**src/rtl/crc5_4bit_parallel_usb2.sv**
```systemverilog
// crc5_4bit_parallel_usb2: USB CRC-5 (x^5+x^2+1), 4 bits per clock with data_in[0] first in time.
// Define CRC5_OUT_INVERT_EN to drive CRC as the ones-complement of the state.
module crc5_4bit_parallel_usb2 #(
  parameter logic [4:0] RESET_SEED = 5'h1F
) (
  input  logic       CLK,
  input  logic       RSTn,
  input  logic [3:0] data_in,
  input  logic       enable,
  input  logic       clear,
  output logic [4:0] CRC
);
  logic [4:0] crc_q, crc_d, upd;
  // Four serial LFSR steps unrolled into one XOR layer
  always_comb begin
    upd[0] = crc_q[1] ^ crc_q[4] ^ data_in[0] ^ data_in[3];
    upd[1] = crc_q[2] ^ data_in[2];
    upd[2] = crc_q[1] ^ crc_q[3] ^ crc_q[4] ^ data_in[0] ^ data_in[1] ^ data_in[3];
    upd[3] = crc_q[2] ^ crc_q[4] ^ data_in[0] ^ data_in[2];
    upd[4] = crc_q[0] ^ crc_q[3] ^ data_in[1];
  end
  always_comb crc_d = clear ? RESET_SEED : enable ? upd : crc_q;
  always_ff @(posedge CLK)
    if (!RSTn) crc_q <= RESET_SEED;
    else crc_q <= crc_d;
`ifdef CRC5_OUT_INVERT_EN
  assign CRC = ~crc_q;
`else
  assign CRC = crc_q;
`endif
endmodule

```
**config.mk**
```make
export PLATFORM = sky130hd
export DESIGN_NAME = crc5_4bit_parallel_usb2
export DESIGN_NICKNAME = d
export VERILOG_FILES = /design/src/rtl/crc5_4bit_parallel_usb2.sv
export SDC_FILE = /design/constraint.sdc
export NUM_CORES = 1
export LEC_CHECK = 0
export BUFFER_PORTS_ARGS = -buffer_cell sky130_fd_sc_hd__buf_2
export CORE_AREA = 2 2 39 41
export DETAILED_ROUTE_END_ITERATION = 8
export DIE_AREA = 0 0 41 43
export SYNTH_ARGS = -nofsm -noshare
export SYNTH_HDL_FRONTEND = slang
export SYNTH_SLANG_ARGS = --single-unit
```
**constraint.sdc**
```tcl
create_clock -name CLK -period 1.1 [get_ports CLK]
set_input_delay 0.275 -clock CLK [delete_from_list [all_inputs] [get_ports CLK]]
set_output_delay 0.275 -clock CLK [all_outputs]
set_load 0.02 [all_outputs]
```
== After elaboration in Yosys (flattened, before gate mapping) ==
Index checks and enable logic that the tools add are counted.

* Flip-flop bits (word level): 5
* Input bits: 8
* Logic and storage cells: 17

* Bitwise logic cells: 15
* Reduce and logical (&&, ||, !) cells: 1

{| class="wikitable"
|+ Operators with widths
! operator !! count
|-
| XOR 1 bit || 14
|-
| OR reduction 2 bit || 1
|-
| inverter 1 bit || 1
|}

== Depth between registers and ports, before layout ==
Gate-level depths: netlist of run 1.

* Depth in word-level cells: 5
* Gate-level depth with buffers: 4
* Mapped depth without buffers: 4

== Worst setup path after synthesis of run 1 ==
No wires, ideal clock.

* Path type: reg-to-reg
* Start: register crc_q[4] (netlist: CRC[4])
* End: register crc_q[2] (netlist: CRC[2])
* Arrival: 1.049 ns
* Data required time: 0.984 ns
* Setup slack: -0.065 ns
* Cell stages (with the launch flop): 5
* Buffers on the path: 0
* Clock period less this slack: 1.165 ns
* Path through: dfxtp_1 -> xnor2_2 -> xnor2_1 -> nand4b_1 -> o211a_1

* Word-level cells in the longest chain between the ends: 4

{| class="wikitable"
|+ RTL lines
! item !! line !! text
|-
| start: declaration || 13 || <nowiki>logic [4:0] crc_q, crc_d, upd;</nowiki>
|-
| start signal: assignment || 25 || <nowiki>else crc_q <= crc_d;</nowiki>
|-
| XOR 1 bit (4 in series) || 18 || <nowiki>upd[2] = crc_q[1] ^ crc_q[3] ^ crc_q[4] ^ data_in[0] ^ data_in[1] ^ data_in[3];</nowiki>
|}

Every way passes these cells.
A chain may end at the register's enable or synchronous reset.

== Worst setup path after layout of run 1 ==
* Start: register crc_q[1] (netlist: CRC[1])
* End: register crc_q[0] (netlist: CRC[0])

* Word-level cells in the longest chain between the ends: 3

{| class="wikitable"
|+ RTL lines
! item !! line !! text
|-
| XOR 1 bit (3 in series) || 16 || <nowiki>upd[0] = crc_q[1] ^ crc_q[4] ^ data_in[0] ^ data_in[3];</nowiki>
|}

Every way passes these cells.

==> impl_metrics.tcl, run 1 <==
set metrics [dict create \
    status "finished clean" \
    yosysTopAreaCell "dfxtp_1" \
    start_util_pct 19.4 \
    dp_cells 58 \
    r2r.worst_path.cells 5 \
    grtUsageTotal_pct 8.35 \
    drt_iter0_drc 5 \
    synth-seq-area-share_pct 37.2 \
    ir_drop_uv 490 \
    skew_ns 0.00673 \
    setup_ws_ns 0.0222 \
    synth_seq_cells 5 \
    min_to "CRC[1]$_SDFFE_PP1P_" \
    grt_pass1_vias 229 \
    grt_overflow 0 \
    place_ws_ns -0.0659 \
    relSlewSlack_pct 82.5 \
    max_freq_mhz 928 \
    wl_met2_microns 276 \
    worstPathMaxFanout 3 \
    wl_met3_microns 63 \
    r2r-start "CRC[1]$_SDFFE_PP1P_" \
    wl_met1_microns 255 \
    vias 258 \
    grt_pass1_wl_microns 903 \
    final_common_cell "buf_2" \
    gp_congestion 0.689 \
    crit_chain "xor2_2 -> xnor2_2 -> buf_4 -> mux2i_1 -> nand2_1" \
    power.density_mw_per_mm2 1280 \
    die_w_microns 41 \
    numCtsBuffers 3 \
    dr.pass1.iters 3 \
    clk_pin_slew_ns 0.05 \
    route.detailed.drc 0 \
    design_power_total_w 0.000579 \
    placed_area_sq_um 374 \
    largest_reg_flops 5 \
    fin_area_sq_um 452 \
    io_pins 13 \
    yosysWarnings 0 \
    cp.required_ns 1.23 \
    die_y_microns 43 \
    synth_area_sq_um 269 \
    drtAntennaViolNets 0 \
    drv_slew 0 \
    syn_avg_cell_area_sq_um 9.61 \
    whs_path_depth 4 \
    cts-hold-fix-buffers 0 \
    tightest_slew_ns 0.261 \
    setup.worst_path.start "CRC[1]$_SDFFE_PP1P_" \
    htree_levels 1 \
    syn_nets 36 \
    port_buffers 12 \
    tns_ns 0 \
    final_nets 57 \
    netlist.area_leader.share_pct 37.2 \
    postSynthCellCount 28 \
    diodes 0 \
    core_area_sq_mm 0.00138 \
    rsz0062_at_grt "true" \
    wl_per_cell_microns 9.31 \
    fin_crit_ns 1.08 \
    grt_max_degree 8 \
    crit_arrival_ns 1.21 \
    maxCapViolCount 0 \
    clk_latency_ns 0.25 \
    layout.cells.non_filler 64 \
    crit_type "reg2reg" \
    min_from "clear" \
    cp_slowest_cell "dfxtp_2" \
    top_layer_used "met3" \
    min_path_type "in2reg" \
    antenna_found_initial 0 \
    drive_above_1_share_pct 56.3 \
    synth_cell_types 12 \
    period_share_pct 98.0 \
    via_per_inst 4.03 \
    cts-root-buf "clkbuf_4" \
    reg2reg_slack_ns 0.02 \
    finalHoldViolCount 0 \
    area_growth_pct 67.9 \
    rows 14 \
    regToRegEndpoint "CRC[0]$_SDFFE_PP1P_" \
    clock-sinks 5 \
    drt-total-wl_microns 596 \
    synth_area_leaders "dfxtp_1 (37%), mux2i_1 (15%), xnor2_1 (13%), nand2_1 (7.0%), xor2_1 (6.5%)" \
    die-area_sq_mm 0.00176 \
    crit_path_max_incr_delay_ns 0.33 \
    power.leakage_nw 0.203 \
    crit_path_end_kind "register" \
    cts_tree "done" \
    setup_viol 0 \
    final_cell_mix "buf_2 (10), nand2_1 (5), mux2i_1 (4), buf_6 (4), buf_4 (4)" \
    start_kind "register" \
    cts_buffer_depth 2 \
]
==> logic make-up after synthesis <==
logic type | count (synthesis) | share of synthesized area [%]
AOI/OAI and AO/OA | 1 | 3.72
xor gates and xnor gates | 7 | 25.6
buffers and inverters | 2 | 2.79
DFF | 5 | 37.2
muxes | 4 | 14.9
and+or+nand+nor | 9 | 15.8
==> report_power, final <==
part / internal [W] / switching (W) / leakage, nW
Clock: 0.000137 / 0.0000777 / 0.0150
Sequential: 0.000193 / 0.00000906 / 0.0396
Combinational: 0.0000926 / 0.0000694 / 0.148
Total: 0.000423 / 0.000156 / 0.203
==> metrics by stage <==
step,util (%),hold slack [ns]
2_1_floorplan,-,0.530
3_3_place_gp,27.0,0.468
3_5_place_dp,27.0,0.478
4_1_cts,31.3,0.356
5_1_grt,32.6,0.378
6_report,32.6,0.363
==> worst max-delay path, delay by kind of cell (launching register included) <==
kind / cells / cell delay, ns
flops: 1 / 0.33
simple gates: 1 / 0.06
buf+inv: 1 / 0.14
xor+xnor: 2 / 0.31
mux: 1 / 0.12
==> synth_stat cells, drive strengths merged <==
library cell / n
xor2: 2
clkbuf: 2
nand2: 5
nor2b: 1
nand4b: 1
o211a: 1
nand3: 1
dfxtp: 5
nor2: 1
xnor2: 5
mux2i: 4
==> routing by layer <==
layer | up-vias | track usage, %
li1 | 132 | -
met1 | 113 | 10.4
met2 | 13 | 9.38
met3 | 0 | 9.42
met4 | 0 | 2.00
met5 | - | 0
==> final cells by class <==
| cell class | count | area, sq um |
|---|---|---|
| Clock buffer | 4 | 26.3 |
| Tap cell | 16 | 20.0 |
| Sequential cell | 5 | 104 |
| Fill cell | 155 | 932 |
| Multi-Input combinational cell | 21 | 176 |
| Timing Repair Buffer | 18 | 125 |
==> worst max path at each step <==
stage	end	slack [ns]	cells past startpoint
floorplan	CRC[2]$_SDFFE_PP1P_	0.03	4
global placement	CRC[2]$_SDFFE_PP1P_	-0.01	5
detailed placement	CRC[2]$_SDFFE_PP1P_	-0.07	5
CTS	CRC[0]$_SDFFE_PP1P_	0.002	5
global route	CRC[0]$_SDFFE_PP1P_	-0.06	5
finish	CRC[0]$_SDFFE_PP1P_	0.02	5
==> timing repair <==
| item | CTS | global route |
|---|---|---|
| setup endpoints to repair | 3 | 4 |
| setup buffers | 2 | 0 |
| gates resized for setup | 6 | 3 |
| pin swaps | 3 | 3 |
Note: power is estimated with default switching activity, not from simulation.
==> inputs of run 2 (changes only) <==
==> constraint.sdc (replaced) <==
create_clock -name CLK -period 1 [get_ports CLK]
set_input_delay 0.25 -clock CLK [delete_from_list [all_inputs] [get_ports CLK]]
set_output_delay 0.25 -clock CLK [all_outputs]
set_load 0.02 [all_outputs]
==> impl_metrics.tcl, run 2 (synthesized netlist as in run 1, its figures left out) <==
set metrics [dict create \
    clk_latency_ns 0.24 \
    use_met2_pct 10.9 \
    rsz0062_at_grt "true" \
    crit_type "reg2reg" \
    die-area_sq_mm 0.00176 \
    tightest_slew_ns 0.240 \
    final_nets 60 \
    rows 14 \
    grt_use_met1_pct 10.5 \
    drive_above_1_share_pct 64.7 \
    numCtsBuffers 3 \
    dr.pass1.iters 4 \
    io_pins 13 \
    area_growth_pct 87.9 \
    worst_hold_slack_ns 0.327 \
    violations "setup timing" \
    cts-root-buf "clkbuf_4" \
    antenna_found_initial 0 \
    final_cell_mix "buf_2 (7), buf_6 (7), buf_4 (7)" \
    finalHoldViolCount 0 \
    core_area_sq_mm 0.00138 \
    power.density_mw_per_mm2 1300 \
    setup_ws_ns -0.105 \
    grt-busiest-layer "met2" \
    grt_overflow 0 \
    gp_congestion 0.688 \
    worstPathMaxFanout 2 \
    cpMostUsedCell "xnor2_2" \
    crit_arrival_ns 1.24 \
    tns_ns -0.488 \
    maxCapViolCount 0 \
    grt_pass1_vias 258 \
    via_per_inst 4.04 \
    die_y_microns 43 \
    clk_pin_slew_ns 0.04 \
    drt_iter0_drc 3 \
    route.detailed.drc 0 \
    skew_ns 0.000435 \
    die_w_microns 41 \
    grt_pass1_wl_microns 972 \
    cp.required_ns 1.13 \
    crit_path_max_incr_delay_ns 0.33 \
    dpl.hpwl_microns 473 \
    setup_viol 7 \
    wl_per_cell_microns 9.69 \
    fin_crit_ns 1.10 \
    start_kind "register" \
    power.leakage_nw 0.232 \
    status "finished with violations" \
    grt_max_degree 8 \
    fill_cells 140 \
    grtUsageTotal_pct 8.42 \
    vias 271 \
    crit_chain "xnor2_2 -> xnor2_2 -> buf_4 -> o211a_1" \
    largest_reg_flops 5 \
    start_util_pct 19.4 \
    drt-total-wl_microns 649 \
    period_share_pct 110 \
    ir_drop_uv 536 \
    cts_buffer_depth 2 \
    crit_path_end_kind "register" \
    port_buffers 12 \
    htree_levels 1 \
    diodes 0 \
    min_path_type "in2reg" \
    cp_slowest_cell "dfxtp_2" \
    cts_tree "done" \
    drtAntennaViolNets 0 \
    drv_slew 0 \
    relSlewSlack_pct 83.9 \
    max_freq_mhz 905 \
    grt_use_met3_pct 3.66 \
    clock-sinks 5 \
]
run 2: worst paths after layout:
check | start | end | slack, ns | cells after the start
worst max register to register | CRC[4]$_SDFFE_PP1P_ | CRC[2]$_SDFFE_PP1P_ | -0.10 | 4
worst min-delay path | clear | CRC[1]$_SDFFE_PP1P_ | 0.33 | 4
worst max-delay path | CRC[4]$_SDFFE_PP1P_ | CRC[2]$_SDFFE_PP1P_ | -0.10 | 4
worst min register to register | CRC[0]$_SDFFE_PP1P_ | CRC[0]$_SDFFE_PP1P_ | 0.49 | 2
run 2: area by class of cell:
| type | count | area, sq um | area share (%) |
|---|---|---|---|
| multi-input combinational | 21 | 184 | 36.4 |
| timing repair buffer | 21 | 166 | 32.9 |
| sequential | 5 | 109 | 21.5 |
| clock buffer | 4 | 26.3 | 5.20 |
| tap | 16 | 20.0 | 3.96 |
run 2: layer usage:
| layer | vias to the layer above | share of wire (%) |
|---|---|---|
| met5 | - | 0 |
| met4 | 0 | 1.5 |
| met3 | 2 | 7.9 |
| met2 | 13 | 43 |
| met1 | 119 | 48 |
| li1 | 137 | - |
run 2: report_power, final:
group	total [W]	leakage, nW	internal (W)	switching [W]
combinational	0.000193	0.178	0.000114	0.0000791
sequential	0.000223	0.0392	0.000212	0.0000111
clock	0.000240	0.0150	0.000151	0.0000889
total	0.000656	0.232	0.000477	0.000179
run 2: worst max-delay path: cells and delay by family, from the launching register on:
family,cells,cell delay (ns)
AO/OA/AOI/OAI,1,0.21
XOR/XNOR,2,0.31
buffers and inverters,1,0.14
flip-flops,1,0.33
run 2: metrics by stage:
step	area, sq um	worst slack, ns	utilization [%]	total power (W)	std cells
floorplan	274	-0.0614	-	0.000311	28
global placement	407	-0.136	29.4	0.000381	62
detailed placement	407	-0.138	29.4	0.000381	62
CTS	490	-0.105	35.4	0.000649	67
global route	505	-0.139	36.5	0.000688	67
finish	505	-0.105	36.5	0.000656	67
run 2: timing repair:
item                                   CTS  global route
resized for setup                       16             2
setup endpoints to repair                8             8
setup buffers                            1             0
hold buffers                             0             0
endpoints found under the hold margin    0             0
gates cloned                             0             0
pin swaps                                2             3
